==> src/rtl/riscv_multicycle_pkg.sv <==
// Shared types for the multi-cycle sequencer: FSM states, trap causes and
// memory address-mux select values.
package riscv_multicycle_pkg;

    typedef enum logic [3:0] {
        IDLE       = 4'd0,
        FETCH_REQ  = 4'd1,
        FETCH_WAIT = 4'd2,
        DECODE     = 4'd3,
        EXECUTE    = 4'd4,
        MEM_REQ    = 4'd5,
        MEM_WAIT   = 4'd6,
        WRITEBACK  = 4'd7,
        TRAP       = 4'd8
    } seq_state_e;

    typedef enum logic [1:0] {
        CAUSE_NONE    = 2'd0,
        CAUSE_ILLEGAL = 2'd1,
        CAUSE_TIMEOUT = 2'd2
    } trap_cause_e;

    localparam logic MEM_SEL_PC  = 1'b0;
    localparam logic MEM_SEL_ALU = 1'b1;

endpackage

==> src/rtl/riscv_bus_timeout.sv <==
// Wait-cycle counter for the shared memory port; flags the waiting cycle on
// which TIMEOUT_CYCLES is reached. TIMEOUT_CYCLES = 0 never expires.
module riscv_bus_timeout #(
    parameter int unsigned TIMEOUT_CYCLES = 255
) (
    input  logic i_clk,
    input  logic i_rst_n,
    input  logic i_clear,
    input  logic i_en,
    output logic o_expired_c
);
    localparam int unsigned CNT_W   = (TIMEOUT_CYCLES > 1) ? $clog2(TIMEOUT_CYCLES) : 1;
    localparam logic [CNT_W-1:0] LAST = CNT_W'(TIMEOUT_CYCLES - 1);
    localparam logic        ENABLED = (TIMEOUT_CYCLES != 0);

    logic [CNT_W-1:0] r_cnt;

    // Counts completed wait cycles; saturates so a disabled timer cannot wrap into LAST.
    always_ff @(posedge i_clk or negedge i_rst_n) begin
        if (!i_rst_n) begin
            r_cnt <= '0;
        end else if (i_clear) begin
            r_cnt <= '0;
        end else if (i_en && (r_cnt != LAST)) begin
            r_cnt <= r_cnt + CNT_W'(1);
        end
    end

    assign o_expired_c = ENABLED && i_en && (r_cnt == LAST);

endmodule

==> src/rtl/riscv_multicycle_sequencer.sv <==
// Multi-cycle RISC-V sequencer: steps FETCH/DECODE/EXECUTE/MEM/WRITEBACK over a
// single shared memory port and halts in a sticky trap on illegal opcode or bus timeout.
module riscv_multicycle_sequencer
    import riscv_multicycle_pkg::*;
#(
    parameter int unsigned TIMEOUT_CYCLES = 255,
    parameter int unsigned RETIRE_WIDTH   = 32
) (
    input  logic                    i_clk,
    input  logic                    i_rst_n,
    input  logic                    i_start,
    input  logic                    i_branch,
    input  logic                    i_jump,
    input  logic                    i_mem_read,
    input  logic                    i_mem_write,
    input  logic                    i_reg_write,
    input  logic                    i_illegal,
    input  logic                    i_mem_ready,
    input  logic                    i_mem_rvalid,
    output logic                    o_mem_req,
    output logic                    o_mem_we,
    output logic                    o_mem_sel,
    output logic                    o_ir_we,
    output logic                    o_pc_we,
    output logic                    o_rf_we,
    output logic                    o_busy,
    output logic                    o_trap,
    output logic [1:0]              o_trap_cause,
    output logic [RETIRE_WIDTH-1:0] o_retired
);
    seq_state_e              r_state;
    seq_state_e              w_next;
    trap_cause_e             r_cause;
    trap_cause_e             w_cause_next;
    logic [RETIRE_WIDTH-1:0] r_retired;
    logic                    w_tmo_clear;
    logic                    w_tmo_en;
    logic                    w_tmo_expired;
    logic                    w_unused;

    // Branches need no sequencing of their own: they share the no-writeback
    // fall-through path and the datapath picks the target.
    assign w_unused = i_branch;

    riscv_bus_timeout #(
        .TIMEOUT_CYCLES (TIMEOUT_CYCLES)
    ) u_bus_timeout (
        .i_clk       (i_clk),
        .i_rst_n     (i_rst_n),
        .i_clear     (w_tmo_clear),
        .i_en        (w_tmo_en),
        .o_expired_c (w_tmo_expired)
    );

    always_ff @(posedge i_clk or negedge i_rst_n) begin
        if (!i_rst_n) begin
            r_state   <= IDLE;
            r_cause   <= CAUSE_NONE;
            r_retired <= '0;
        end else begin
            r_state <= w_next;
            r_cause <= w_cause_next;
            if (o_pc_we) begin
                r_retired <= r_retired + RETIRE_WIDTH'(1);
            end
        end
    end

    // Next-state and strobe decode; strobes are same-cycle functions of state/inputs.
    always_comb begin
        w_next       = r_state;
        w_cause_next = r_cause;
        w_tmo_clear  = 1'b0;
        w_tmo_en     = 1'b0;
        o_mem_req    = 1'b0;
        o_mem_we     = 1'b0;
        o_mem_sel    = MEM_SEL_PC;
        o_ir_we      = 1'b0;
        o_pc_we      = 1'b0;
        o_rf_we      = 1'b0;
        o_busy       = 1'b1;
        o_trap       = 1'b0;
        unique case (r_state)
            IDLE: begin
                o_busy = 1'b0;
                if (i_start) w_next = FETCH_REQ;
            end
            FETCH_REQ: begin
                o_mem_req = 1'b1;
                if (i_mem_ready) begin
                    w_next      = FETCH_WAIT;
                    w_tmo_clear = 1'b1;
                end
            end
            FETCH_WAIT: begin
                w_tmo_en = 1'b1;
                if (i_mem_rvalid) begin
                    o_ir_we = 1'b1;
                    w_next  = DECODE;
                end else if (w_tmo_expired) begin
                    w_next       = TRAP;
                    w_cause_next = CAUSE_TIMEOUT;
                end
            end
            DECODE: begin
                if (i_illegal) begin
                    w_next       = TRAP;
                    w_cause_next = CAUSE_ILLEGAL;
                end else begin
                    w_next = EXECUTE;
                end
            end
            EXECUTE: begin
                if (i_mem_read || i_mem_write) begin
                    w_next = MEM_REQ;
                end else if (i_reg_write || i_jump) begin
                    w_next = WRITEBACK;
                end else begin
                    o_pc_we = 1'b1;
                    w_next  = FETCH_REQ;
                end
            end
            MEM_REQ: begin
                o_mem_req = 1'b1;
                o_mem_sel = MEM_SEL_ALU;
                o_mem_we  = i_mem_write;
                if (i_mem_ready) begin
                    w_next      = MEM_WAIT;
                    w_tmo_clear = 1'b1;
                end
            end
            MEM_WAIT: begin
                w_tmo_en = 1'b1;
                if (i_mem_rvalid) begin
                    if (i_mem_write) begin
                        o_pc_we = 1'b1;
                        w_next  = FETCH_REQ;
                    end else begin
                        w_next = WRITEBACK;
                    end
                end else if (w_tmo_expired) begin
                    w_next       = TRAP;
                    w_cause_next = CAUSE_TIMEOUT;
                end
            end
            WRITEBACK: begin
                o_rf_we = 1'b1;
                o_pc_we = 1'b1;
                w_next  = FETCH_REQ;
            end
            TRAP: begin
                o_busy = 1'b0;
                o_trap = 1'b1;
            end
            default: begin
                o_busy = 1'b0;
                w_next = IDLE;
            end
        endcase
    end

    assign o_trap_cause = r_cause;
    assign o_retired    = r_retired;

endmodule
==> config.mk <==
export PLATFORM = sky130hd
export DESIGN_NAME = riscv_multicycle_sequencer
export DESIGN_NICKNAME = d
export VERILOG_FILES = /design/src/rtl/riscv_multicycle_pkg.sv /design/src/rtl/riscv_bus_timeout.sv /design/src/rtl/riscv_multicycle_sequencer.sv
export SDC_FILE = /design/constraint.sdc
export NUM_CORES = 1
export LEC_CHECK = 0
export ABC_CLOCK_PERIOD_IN_PS = 2500
export BUFFER_PORTS_ARGS = -buffer_cell sky130_fd_sc_hd__buf_2
export CORE_MARGIN = 4
export CORE_UTILIZATION = 40
export DETAILED_ROUTE_END_ITERATION = 10
export GPL_ROUTABILITY_DRIVEN = 0
export PLACE_DENSITY = 0.69
export SYNTH_ARGS = -nofsm -noshare
export SYNTH_HDL_FRONTEND = slang
export SYNTH_HIERARCHICAL = 1
export SYNTH_SLANG_ARGS = --single-unit
export TNS_END_PERCENT = 20
==> constraint.sdc <==
create_clock -name i_clk -period 2.5 [get_ports i_clk]
set_input_delay 0.375 -clock i_clk [delete_from_list [all_inputs] [get_ports i_clk]]
set_output_delay 0.375 -clock i_clk [all_outputs]
set_load 0.01 [all_outputs]
# ---- Yosys cells after proc, flatten, opt, wreduce, memory -nomap -nowiden
# Cells that the tools add are included.
dict set report totals {
  reg_bits 46
  inputBits 11
  wordCells 68
  out_inout_bits 42
}
dict set report classes {
  reduce_logical 12
  bitwise_logic 1
  n_mux 33
  n_eq_ne 16
  add_sub_neg 2
}
# op count
set ops {}
lappend ops {{4-bit case mux with 9 select lines} 1}
lappend ops {{32-bit by 1-bit adder with 32-bit output, second input constant} 1}
lappend ops {{4-bit 2-to-1 mux} 7}
lappend ops {{4-bit by 3-bit == test with 1-bit output, second input constant} 4}
lappend ops {{8-bit 2-to-1 mux} 2}
lappend ops {{1-bit 2-to-1 mux} 15}
lappend ops {{2-bit != test, second input constant} 5}
lappend ops {{3-bit 2-to-1 mux} 3}
lappend ops {{8-bit by 1-bit adder with 8-bit output, second input constant} 1}
lappend ops {{4-bit by 2-bit == test with 1-bit output, second input constant} 2}
lappend ops {{8-bit == test, second input constant} 1}
lappend ops {{8-bit != test, second input constant} 1}
lappend ops {{4-bit AND reduction} 2}
lappend ops {{7-bit OR reduction} 1}
lappend ops {{2-bit 2-to-1 mux} 3}
lappend ops {{4-bit by 1-bit == test with 1-bit output, second input constant} 1}
lappend ops {{4-bit == test, second input constant} 1}
lappend ops {{4-bit zero test} 1}
lappend ops {{2-bit case mux with 2 select lines} 1}
lappend ops {{2-bit nonzero test} 2}
lappend ops {{2-bit OR reduction} 2}
lappend ops {{1-bit case mux with 3 select lines} 1}
lappend ops {{1-bit logical AND} 2}
lappend ops {{1-bit logical OR} 2}
lappend ops {{2 further kinds} 2}

# ---- Logic depth before layout (Yosys ltp)
# Gate-level depths: netlist of run 1.
dict set report depth {
  depth_word 7
  mapped_depth 8
  depth_no_buf 8
}

# ---- By module
# The synthesis of run 1 kept the hierarchy.
# mod seq_area_each_um2 area_each_um2 cells_per_inst n_inst
set by_module_without_submodules {}
lappend by_module_without_submodules {riscv_multicycle_sequencer 950.9 2214.6 201 1}
lappend by_module_without_submodules {riscv_bus_timeout 200.2 499.2 47 1}

# ---- Worst setup path after synthesis of run 1
# No wires, ideal clock.
dict set report synth_timing {
  path_type {reg-to-reg}
  from {register r_state[0]}
  to {register r_cause[0], in the netlist o_trap_cause[0]}
  stages_incl_launch_ff 7
  setup_ps 118
  setup_slack_ps 719
  t_required_ps 2382
  synth_period_minus_slack_ps 1781
  path_buffers 0
  arrival_ps 1663
  path_cell_list {dfrtp_1 -> nand2b_2 -> nor2_1 -> and3_2 -> nor2b_1 -> nand2_1 -> a21o_1}
}
dict set report synth_between {
  elab_chain_cells 6
  elab_cells_between_ends 12
  classes_between {6 x eq/ne; 2 x mux; 4 x reduce/logical}
}
# item line_no
set synth_lines {}
lappend synth_lines {{start: declaration} riscv_multicycle_sequencer.sv:31} ;# seq_state_e r_state;
lappend synth_lines {{start signal: assignment} riscv_multicycle_sequencer.sv:61} ;# r_state <= w_next;
lappend synth_lines {{4-bit by 3-bit == test with 1-bit output / 4-bit by 2-bit == test with 1-bit output (equally long branches)} riscv_multicycle_sequencer.sv:83} ;# unique case (r_state)
lappend synth_lines {{2-bit OR reduction (no line) *} --}
lappend synth_lines {{1-bit 2-to-1 mux *} riscv_multicycle_sequencer.sv:83}
lappend synth_lines {{1-bit logical AND *} riscv_bus_timeout.sv:29} ;# assign o_expired_c = ENABLED && i_en && (r_cnt == LAST);
lappend synth_lines {{named net w_tmo_expired} riscv_multicycle_sequencer.sv:38} ;# logic w_tmo_expired;
lappend synth_lines {{2-bit by 1-bit != test with 1-bit output (no line) *} --}
lappend synth_lines {{4-bit AND reduction (no line) *} --}
lappend synth_lines {{end signal: assignment} riscv_multicycle_sequencer.sv:62} ;# r_cause <= w_cause_next;
lappend synth_lines {{end: declaration} riscv_multicycle_sequencer.sv:33} ;# trap_cause_e r_cause;
# The timed path passes the listed nets; every way through them passes the cells marked *.
# A chain may end at the register's enable or synchronous reset.

# ---- Worst setup path after layout of run 1
dict set report layout_timing {
  from {register r_state[0]}
  to {output o_pc_we}
}
dict set report layout_between {
  elab_chain_cells 2
  elab_cells_between_ends 4
  classes_between {3 x eq/ne; 1 x mux}
}
# item line_no
set layout_lines {}
lappend layout_lines {{4-bit by 3-bit == test with 1-bit output} riscv_multicycle_sequencer.sv:83}
lappend layout_lines {{1-bit case mux with 3 select lines *} riscv_multicycle_sequencer.sv:83}
lappend layout_lines {{end: declaration} riscv_multicycle_sequencer.sv:24} ;# output logic o_pc_we,
# Mark *: on every way between the ends. The rest lies on a longest branch, timed or not.

==> implementation parameters, run 1 <==
Parameter                              Value

STA
  Pins Over Slew Limit    0
  Final count of hold timing violations    0
  Unrepaired setup endpoints after global routing    no
  Worst-margin pin slew    approximately 710 ps
  Max transition margin    between 50% and 60%
  Post-layout min period    ~2300 ps
  Final number of setup-violating endpoints    0
  Final worst path period share    about nine tenths
  Slack of the critical path    roughly 250 ps
  Accumulated negative setup slack    0 ps
  Final Skew    9.01 ps
  FMAX    about 0.44 GHz

Yosys
  Share of Yosys cell area claimed by the top area cell type    42.4%
  Cells taking the most area after synthesis    dfrtp_1, xor2_1, nor4_2
  Avg Cell Area, Syn    10.9 sq um
  Number of synthesis warnings    6
  Net count after synthesis    262
  Share of synthesized area occupied by flip-flops and latches    between 40 and 50%
  Library cells used by synthesis    50
  Top cell types by occurrence after synthesis    dfrtp_1, xor2_1, nor4_2, nand2_1, nor2_1
  Count of flip-flops with a built-in enable after synthesis    0
  Number of instances in the synthesized netlist    about 250
  FF+latch count, synth    46
  Post-synth top area cell    dfrtp_1
  Dominant cell by count in the synthesized netlist    dfrtp_1
  Async S/R FF share, synth    100%
  Synth Cell Area    between 2000 and 3000 sq um
  Most used DFF post-synth    dfrtp_1

Route
  Via density per instance    ~5.5
  Overall via count from detail_route    ~2,100
  First-pass DRT Iterations    4
  Post-detailed-routing wire length    around 5600 microns
  Routed wire length per instance    roughly 15 microns
  DRC errors left    0
  Number of antenna-violating nets in the routed design    0
  Number of DRC violations after detailed-routing iteration 0    59

Clocking
  Clock buffer count from CTS    5
  Master cell of the clock root buffer    clkbuf_8
  Post-CTS setup buffer count    0
  Clock transition at the registers of the reported paths    about 90 ps
  Number of buffers added to fix hold violations after cts    0
  Post_cts resized    0
  Bufs on Longest Clock Path    2
  CTS tree    built
  Clock latency of the later-clocked register in the worst-skew pair    roughly 290 ps
  TritonCTS Sinks    46
  Number of H-tree branching levels    2

Worst setup path
  Worst reg2reg path depth    6
  Start-to-end type of the worst setup path    reg2out
  Critical Path Sink Type    output pin
  Reg-to-reg critical path endpoint    u_bus_timeout/r_cnt[7]
  Setup slack of the most critical reg-to-reg path    600 ps
  Startpoint Class    register
  Arrival time of data at the critical path endpoint    about 1900 ps
  Beginning of the worst register-to-register path    r_state[0]
  Maximum net fanout on the critical path    7
  Required arrival time at the worst endpoint    2120 ps

Floorplan
  Initial standard-cell utilization of the core    between 40% and 50%
  Width of the die    between 90 and 100 microns
  Placeable core region    ~6500 sq um
  Die Outline Area    around 8200 sq um
  Number of top-level pins    53
  Vertical extent of the die    between 90 and 100 microns
  Site Rows    29

GRT
  Number of antenna violations at the first check in global routing    0
  Maximum number of pins on one net before global-route repair    47
  GRT Resource Usage Total    14.3%
  Number of global-route vias before repair    2,042
  First-pass GRT wire length    9850 microns
  Aggregate global routing overflow    0

Flow run
  Maxcap violations    0

Power and ir drop
  Clock share of power    approximately a quarter
  Leakage power    between 1.5 and 2 nW
  Flop pwr share    roughly 46%
  PD cells    between 600 and 700 nW/um^2
  Worst ir drop on vdd    between 400 and 500 uV
  Internal power component    ~1.3 mW
  Relative contribution of combinational cells to total power    about 30%
  Switching portion of total power    a little over a third
  Power dissipated by switching net loads    748 uW

Placement
  Count of buffers inserted at the top-level ports    51
  Post-place setup slack    about 550 ps
  Hpwl dp    approximately 4000 microns

Layout
  Ratio of cells with drive above 1 in the final layout    between 30% and 40%
  Net count reported at finish    311
  Final Core Density    48.4%
  Total inserted antenna cells    0
  Synthesis-to-layout area growth    15.1%

Min path
  Hold Path Class    in2async

Status
  Run status    finished, final reports clean
==> critical path: stages, from the launching register on <==
cell      delay (ps)
dfrtp_1          460
nand2b_2         290
o21ai_1          490
nor2_1           160
buf_2            190
==> logic make-up (layout without fill, tap and decap cells) <==
kind of cell / Yosys count / after routing / synth area share (%)
AND/OR/NAND/NOR: 123 / 123 / 33.6
flip-flops: 46 / 46 / 42.4
XOR/XNOR: 31 / 31 / 10.0
AO/OA/AOI/OAI: 22 / 22 / 6.36
buffers and inverters: 19 / 69 / 4.56
multiplexers: 4 / 4 / 1.66
adder cells (fa/ha/maj): 3 / 3 / 1.38
==> area by class of cell <==
cell class / instances / area (sq um)
Clock buffer: 7 / 96.3
Clock inverter: 1 / 8.76
Fill cell: 629 / 3340
Inverter: 5 / 18.8
Multi-Input combinational cell: 183 / 1450
Sequential cell: 46 / 1150
Tap cell: 77 / 96.3
Timing Repair Buffer: 56 / 305
==> per-stage QoR <==
stage / std cells / total power, mW / cell area (sq um) / hold slack, ps
finish: 375 / 2.07 / 3120 / 158
global route: 375 / 2.22 / 3120 / 207
CTS: 375 / 2.11 / 3120 / 179
detailed placement: 367 / 1.59 / 3020 / 464
global placement: 367 / 1.58 / 3020 / 454
floorplan: 248 / 1.39 / 2710 / 79.4
==> power groups by stage <==
| stage | sequential [mW] | clock [mW] | combinational, mW |
|---|---|---|---|
| 6_report | 0.956 | 0.499 | 0.617 |
| 4_1_cts | 0.957 | 0.526 | 0.625 |
| 2_1_floorplan | 0.944 | 0 | 0.450 |
| 3_5_place_dp | 0.971 | 0 | 0.623 |
| 3_3_place_gp | 0.965 | 0 | 0.612 |
| 5_1_grt | 0.976 | 0.551 | 0.694 |
==> flip-flops by register name (all words and copies together) (netlist names) <==
name	flops
u_bus_timeout/r_cnt	8
o_retired	32
r_state	4
o_trap_cause	2
==> worst max path at each step <==
stage	from	end	slack [ps]	cells after the start
after floorplan	r_state[0]	o_trap_cause[0]	720	6
after global placement	i_mem_write	o_pc_we	570	5
after detailed placement	i_mem_write	o_pc_we	550	5
after CTS	r_state[0]	o_pc_we	230	4
after global routing	r_state[0]	o_pc_we	120	4
final	r_state[0]	o_pc_we	250	4
==> layout by cell type (no fill, tap or decap), types with 2 or more instances in the layout <==
cell and count:
nand2_1 14, a21oi_1 8, nor3_1 9, a31oi_1 2
buf_2 51, nand2b_1 2, nand3_1 10, nor3_2 2
and4_1 5, inv_1 5, ha_1 3, nand4_4 2
and3_2 4, nor4b_2 2, nor4_2 17, nor4b_1 3
dfrtp_1 46, nor2b_1 3, nor4_1 4, and4_4 2
nor2_1 12, nand3b_1 2, buf_4 4, and2_1 7
and2b_1 2, a21o_1 2, xor2_1 31, and3_1 5
mux2_2 3, clkbuf_8 7, nand4_1 9
==> layer usage <==
metal / GRT usage [%] / part of all wire, %
met1: 19.4 / 48
met5: 0 / 0
met3: 3.17 / 3.8
met4: 3.32 / 0.54
met2: 23.3 / 48
(Power assumes the default switching activity.)
==> run 2: changes to the inputs <==
Settings changed: ABC_AREA set to 1.
==> run 2 against run 1 <==
Flip-flop and latch count is the same; highest routed layer unchanged; cell area grew 6.8%; combinational power grew 7.5%; die area grew 4.4%; critical path depth grew 2; largest cell class unchanged.
==> implementation parameters, run 2 <==
Parameter                              Value

STA
  Unrepaired setup endpoints after global routing    no
  Final worst path period share    86.8% (-3.3 points)
  Worst-margin pin slew    484 ps (-228 ps)
  Final number of setup-violating endpoints    0 (unchanged)
  Accumulated negative setup slack    0 ps (unchanged)
  FMAX    0.461 GHz (+3.8%)
  Final Skew    12.5 ps (+3.54 ps)
  Pins Over Slew Limit    0 (unchanged)
  Max transition margin    67.7% (+15 points)
  Final worst hold slack    356 ps (+198 ps)
  Post-layout min period    2170 ps (-83.2 ps)
  Final count of hold timing violations    0 (unchanged)

GRT
  Number of antenna violations at the first check in global routing    0 (unchanged)
  Maximum number of pins on one net before global-route repair    40 (-15%)
  First-pass GRT wire length    10,700 microns (+8.3%)
  Met1 GRT Util    19.3% (-0.091 points)
  Routing layer with the top usage in global route    met2
  Met2 usage in global routing    25.4% (+2.2 points)
  Aggregate global routing overflow    0 (unchanged)
  Number of global-route vias before repair    2,451 (+20%)
  Met3 usage    3.82% (+0.65 points)
  GRT Resource Usage Total    15.2% (+0.94 points)

Floorplan
  Site Rows    30 (+3.4%)
  Vertical extent of the die    92.4 microns (+2.2%)
  Width of the die    92.4 microns (+2.2%)
  Number of top-level pins    53 (unchanged)
  Die Outline Area    8530 sq um (+4.4%)
  Placeable core region    6870 sq um (+6.4%)
  Initial standard-cell utilization of the core    41.4% (-0.58 points)

Worst setup path
  Required arrival time at the worst endpoint    2120 ps (about the same)
  Arrival time of data at the critical path endpoint    1790 ps (-90 ps)
  Setup slack of the most critical reg-to-reg path    650 ps (+50 ps)
  Start-to-end type of the worst setup path    reg2out
  Reg-to-reg critical path endpoint    o_retired[22]
  Worst reg2reg path depth    7 (+1)
  Critical Path Sink Type    output pin
  Beginning of the worst register-to-register path    r_state[3]
  Crit path launch    r_state[3]
  Capture point of the critical path    o_pc_we
  Maximum net fanout on the critical path    26 (+19)
  Startpoint Class    register

Clocking
  Post-CTS setup buffer count    0 (unchanged)
  Number of H-tree branching levels    2 (unchanged)
  Master cell of the clock root buffer    clkbuf_8
  Clock buffer count from CTS    5 (unchanged)
  TritonCTS Sinks    46 (unchanged)
  Clock transition at the registers of the reported paths    80 ps (about the same)
  Clock latency of the later-clocked register in the worst-skew pair    300 ps (about the same)
  CTS tree    built
  Bufs on Longest Clock Path    2 (unchanged)

Layout
  Ratio of cells with drive above 1 in the final layout    21.4% (-14 points)
  Total inserted antenna cells    0 (unchanged)
  Synthesis-to-layout area growth    17.2%
  Filler Cell Count    697 (+11%)
  Number of flip-flops under the largest register name    32 (unchanged)
  Net count reported at finish    457 (+47%)
  Commonest non-fill, non-tap cell in the layout    nand2_1
  Final Core Density    48.6% (+0.21 points)
  Leading cell types in the layout, fill and taps excluded    nand2_1, inv_1, buf_2
  Final Non-Filler Cells    540 (+44%)

Yosys
  Count of flip-flops with a built-in enable after synthesis    0 (unchanged)
  Dominant cell by count in the synthesized netlist    nand2_1
  Share of Yosys cell area claimed by the top area cell type    40.4% (-2.0 points)
  FF+latch count, synth    46 (unchanged)
  Top cell types by occurrence after synthesis    nand2_1, inv_1, nor2_1, dfrtp_1, nand3_1
  Avg Cell Area, Syn    7.37 sq um (-33%)
  Most used DFF post-synth    dfrtp_1
  Library cells used by synthesis    29 (-42%)
  Async S/R FF share, synth    100% (unchanged)
  Synth Cell Area    2850 sq um (+4.9%)
  Number of synthesis warnings    6 (unchanged)
  Net count after synthesis    400 (+53%)
  Share of synthesized area occupied by flip-flops and latches    40.4% (-2.0 points)
  Post-synth top area cell    dfrtp_1
  Cells taking the most area after synthesis    dfrtp_1, nand2_1, inv_1
  Number of instances in the synthesized netlist    386 (+56%)

Route
  Overall via count from detail_route    2,560 (+25%)
  First-pass DRT Iterations    4 (unchanged)
  Via density per instance    4.74 (-13%)
  Number of antenna-violating nets in the routed design    0 (unchanged)
  Routed wire length per instance    11.2 microns (-25%)
  Post-detailed-routing wire length    6060 microns (+8.3%)
  DRC errors left    0 (unchanged)
  Number of DRC violations after detailed-routing iteration 0    105 (+78%)

Power and ir drop
  Overall power consumption    2.30 mW (+11%)
  Worst ir drop on vdd    301 uV (-30%)
  PD cells    689 nW/um^2 (+3.9%)
  Leakage power    1.73 nW (+7.9%)

Placement
  Count of placed standard cells including taps    531 (+45%)
  Hpwl dp    4760 microns (+20%)
  Count of buffers inserted at the top-level ports    51 (unchanged)

Flow run
  Maxcap violations    0 (unchanged)

Min path
  Hold Path Class    in2reg

Status
  Run status    finished, final reports clean
run 2: cell types whose count changed in the layout (fill, tap and decap cells not counted), moves of 7 or more:
cell     change
nand2_1     +96
nand4_1     +10
xnor2_1     +15
xor2_1      -25
nor2_1      +36
nand2_2     +20
nor4_2      -17
inv_1       +48
a21oi_1      -7
nand3_1     +20
run 2: cell families (layout without fill, tap and decap cells):
group / count (synthesis) / in the layout / synth area share (%)
adders and majority gates: 3 / 3 / 1.32
DFF: 46 / 46 / 40.4
buffers and inverters: 61 / 119 / 9.89
xor gates and xnor gates: 21 / 21 / 6.46
and+or+nand+nor: 248 / 248 / 40.4
AOI/OAI and AO/OA: 7 / 7 / 1.49
run 2: power by group:
group / internal (mW) / switching (mW)
combinational: 0.234 / 0.429
sequential: 0.837 / 0.116
clock: 0.427 / 0.256
total: 1.50 / 0.801
run 2: worst min-delay path by stage:
stage               startpoint                endpoint  slack [ps]  cells after the start
CTS                  i_illegal         o_trap_cause[0]         350                      3
global placement       i_rst_n  u_bus_timeout/r_cnt[1]         230                      1
global route         i_illegal         o_trap_cause[0]         390                      3
detailed placement     i_rst_n  u_bus_timeout/r_cnt[1]         230                      1
floorplan              i_rst_n            o_retired[0]          80                      0
finish               i_illegal         o_trap_cause[0]         360                      3
run 2: cell type report:
cell class | count | area, sq um | area share [%]
Tap cell | 96 | 120 | 3.60
Timing Repair Buffer | 55 | 288 | 8.63
Sequential cell | 46 | 1150 | 34.5
Clock inverter | 2 | 60.1 | 1.80
Inverter | 56 | 220 | 6.60
Clock buffer | 6 | 82.6 | 2.48
Multi-Input combinational cell | 279 | 1410 | 42.4
run 2: what timing repair did:
| item | in CTS | in global routing |
|---|---|---|
| hold endpoints to repair | 7 | 0 |
| gates resized for setup | 0 | 0 |
| hold buffers | 1 | 0 |
run 2: stage by stage:
step | cell area [sq um] | setup slack (ps)
finish | 3340 | 331
global route | 3340 | 215
CTS | 3340 | 317
detailed placement | 3180 | 649
global placement | 3180 | 668
floorplan | 2850 | 960
run 2: layer usage:
layer  vias up  part of all wire (%)
met5         -                     0
met4         0                   1.7
met3         8                   4.6
met2        48                    49
met1      1188                    45
li1       1316                     -
run 2: critical path: stages, from the launching register on:
cell and delay (ps):
dfrtp_1 610, clkinv_4 100, nand2_2 80, nor2_2 60, nand2_2 110, nand3_4 280
buf_2 260
==> run 3: changes to the inputs <==
Settings changed: ABC_CLOCK_PERIOD_IN_PS 2500 to 2150, SLEW_MARGIN set to 40.
Clock period 2.5 ns to 2.15 ns, I/O delays scaled along.
==> run 3 against run 2 <==
Clock power fell by 3.5%; routed wire length rose by 0.73%; sequential share of layout area rose by 0.20 points; critical path type unchanged; highest routed layer unchanged.
==> implementation parameters, run 3 (synthesis results as in run 2) <==
Parameter                              Value

Power and ir drop
  Worst ir drop on vdd    268 uV (-11%)
  PD cells    771 nW/um^2 (+12%)
  Leakage power    1.71 nW (-0.99%)

Worst setup path
  Start-to-end type of the worst setup path    reg2out
  Crit path launch    r_state[3]
  Beginning of the worst register-to-register path    u_bus_timeout/r_cnt[0]
  Startpoint Class    register
  Required arrival time at the worst endpoint    1830 ps (-290 ps)
  Worst reg2reg path depth    11 (+4)
  Maximum net fanout on the critical path    17 (-35%)
  Setup slack of the most critical reg-to-reg path    400 ps (-250 ps)
  Arrival time of data at the critical path endpoint    1660 ps (-130 ps)
  Critical Path Sink Type    output pin

Clocking
  CTS tree    built
  Number of buffers added to fix hold violations after cts    0 (-1)
  Number of H-tree branching levels    2 (unchanged)
  Clock latency of the later-clocked register in the worst-skew pair    300 ps (about the same)
  Clock transition at the registers of the reported paths    90 ps (about the same)
  Clock buffer count from CTS    5 (unchanged)
  Master cell of the clock root buffer    clkbuf_8
  Bufs on Longest Clock Path    2 (unchanged)
  Post_cts resized    0 (unchanged)
  Post-CTS setup buffer count    0 (unchanged)
  TritonCTS Sinks    46 (unchanged)

Status
  Run status    finished, final reports clean

Layout
  Commonest non-fill, non-tap cell in the layout    nand2_1
  Leading cell types in the layout, fill and taps excluded    nand2_1, inv_1, buf_2
  Synthesis-to-layout area growth    16.5%
  Ratio of cells with drive above 1 in the final layout    21.6% (+0.23 points)
  Final Non-Filler Cells    540 (unchanged)
  Number of flip-flops under the largest register name    32 (unchanged)
  Net count reported at finish    457 (unchanged)
  Total inserted antenna cells    0 (unchanged)

GRT
  GRT Resource Usage Total    15.9% (+0.72 points)
  Aggregate global routing overflow    0 (unchanged)
  Number of global-route vias before repair    2,514 (+2.6%)
  Maximum number of pins on one net before global-route repair    47 (+18%)
  First-pass GRT wire length    11,200 microns (+5.0%)
  Number of antenna violations at the first check in global routing    0 (unchanged)

Route
  Highest routing layer actually used    met4
  Number of antenna-violating nets in the routed design    0 (unchanged)
  DRC errors left    0 (unchanged)
  First-pass DRT Iterations    4 (unchanged)
  Total met3 wirelength after detailed routing    225 microns (-19%)
  Via density per instance    4.70 (-0.94%)
  Number of DRC violations after detailed-routing iteration 0    121 (+15%)
  Routed wire length per instance    11.3 microns (+0.73%)
  Routed length on met1    2730 microns (+1.1%)
  Met2 routed WL    3070 microns (+3.1%)
  Overall via count from detail_route    2,536 (-0.94%)
  Post-detailed-routing wire length    6100 microns (+0.73%)

Floorplan
  Vertical extent of the die    92.4 microns (unchanged)
  Placeable core region    6870 sq um (unchanged)
  Number of top-level pins    53 (unchanged)
  Site Rows    30 (unchanged)
  Width of the die    92.4 microns (unchanged)
  Initial standard-cell utilization of the core    41.4% (unchanged)
  Die Outline Area    8530 sq um (unchanged)

Min path
  Hold Path Class    in2async

STA
  Worst-margin pin slew    572 ps (+87.3 ps)
  Final worst path period share    between 90% and 100%
  Max transition margin    61.9% (-5.8 points)
  Slack of the critical path    170 ps (-161 ps)
  FMAX    just over 0.5 GHz
  Accumulated negative setup slack    0 ps (unchanged)
  Post-layout min period    1980 ps
  Final Skew    7.61 ps (-4.93 ps)
  Unrepaired setup endpoints after global routing    no
  Final number of setup-violating endpoints    0 (unchanged)
  Final count of hold timing violations    0 (unchanged)
  Pins Over Slew Limit    0 (unchanged)

Placement
  Post-place setup slack    393 ps (-255 ps)
  Count of placed standard cells including taps    532 (+0.19%)
  Hpwl dp    4850 microns (+2.0%)
  Count of buffers inserted at the top-level ports    51 (unchanged)

Flow run
  Maxcap violations    0 (unchanged)
run 3: layout make-up:
type	instances	area (sq um)
Multi-Input combinational cell	279	1410
Inverter	56	220
Sequential cell	46	1150
Tap cell	96	120
Fill cell	727	3550
Clock inverter	3	45.0
Timing Repair Buffer	55	298
Clock buffer	5	68.8
run 3: worst max-delay path, cell delays in order, from the launching register on:
cell     delay, ps
dfrtp_1        530
nor2_4         280
nand2_1        140
nand3_4        220
buf_2          180
run 3: power breakdown:
part,internal [mW],switching (mW),total [mW]
logic,0.283,0.509,0.792
clock network,0.346,0.312,0.658
registers,0.973,0.134,1.11
run 3: worst paths after layout:
path                                               end
worst min register to register         o_trap_cause[0]
max in group asynchronous                 o_retired[4]
worst max register to register         o_trap_cause[0]
worst max-delay path                           o_pc_we
min in group i_clk                     o_trap_cause[0]
worst min-delay path            u_bus_timeout/r_cnt[4]
run 3: metrics by stage:
stage / cell area [sq um] / hold slack, ps / total power, mW / util [%]
finish: 3320 / 85.2 / 2.56 / 48.3
global route: 3320 / 151 / 2.76 / 48.3
CTS: 3320 / 109 / 2.59 / 48.3
detailed placement: 3200 / 449 / 1.93 / 46.6
global placement: 3200 / 449 / 1.89 / 46.6
floorplan: 2850 / 26.9 / 1.69 / -
run 3: routing by layer:
layer | up-vias | track usage, %
met1 | 1187 | 20.3
met2 | 34 | 27.4
met4 | 0 | 4.46
li1 | 1309 | -
met5 | - | 0
met3 | 6 | 3.09
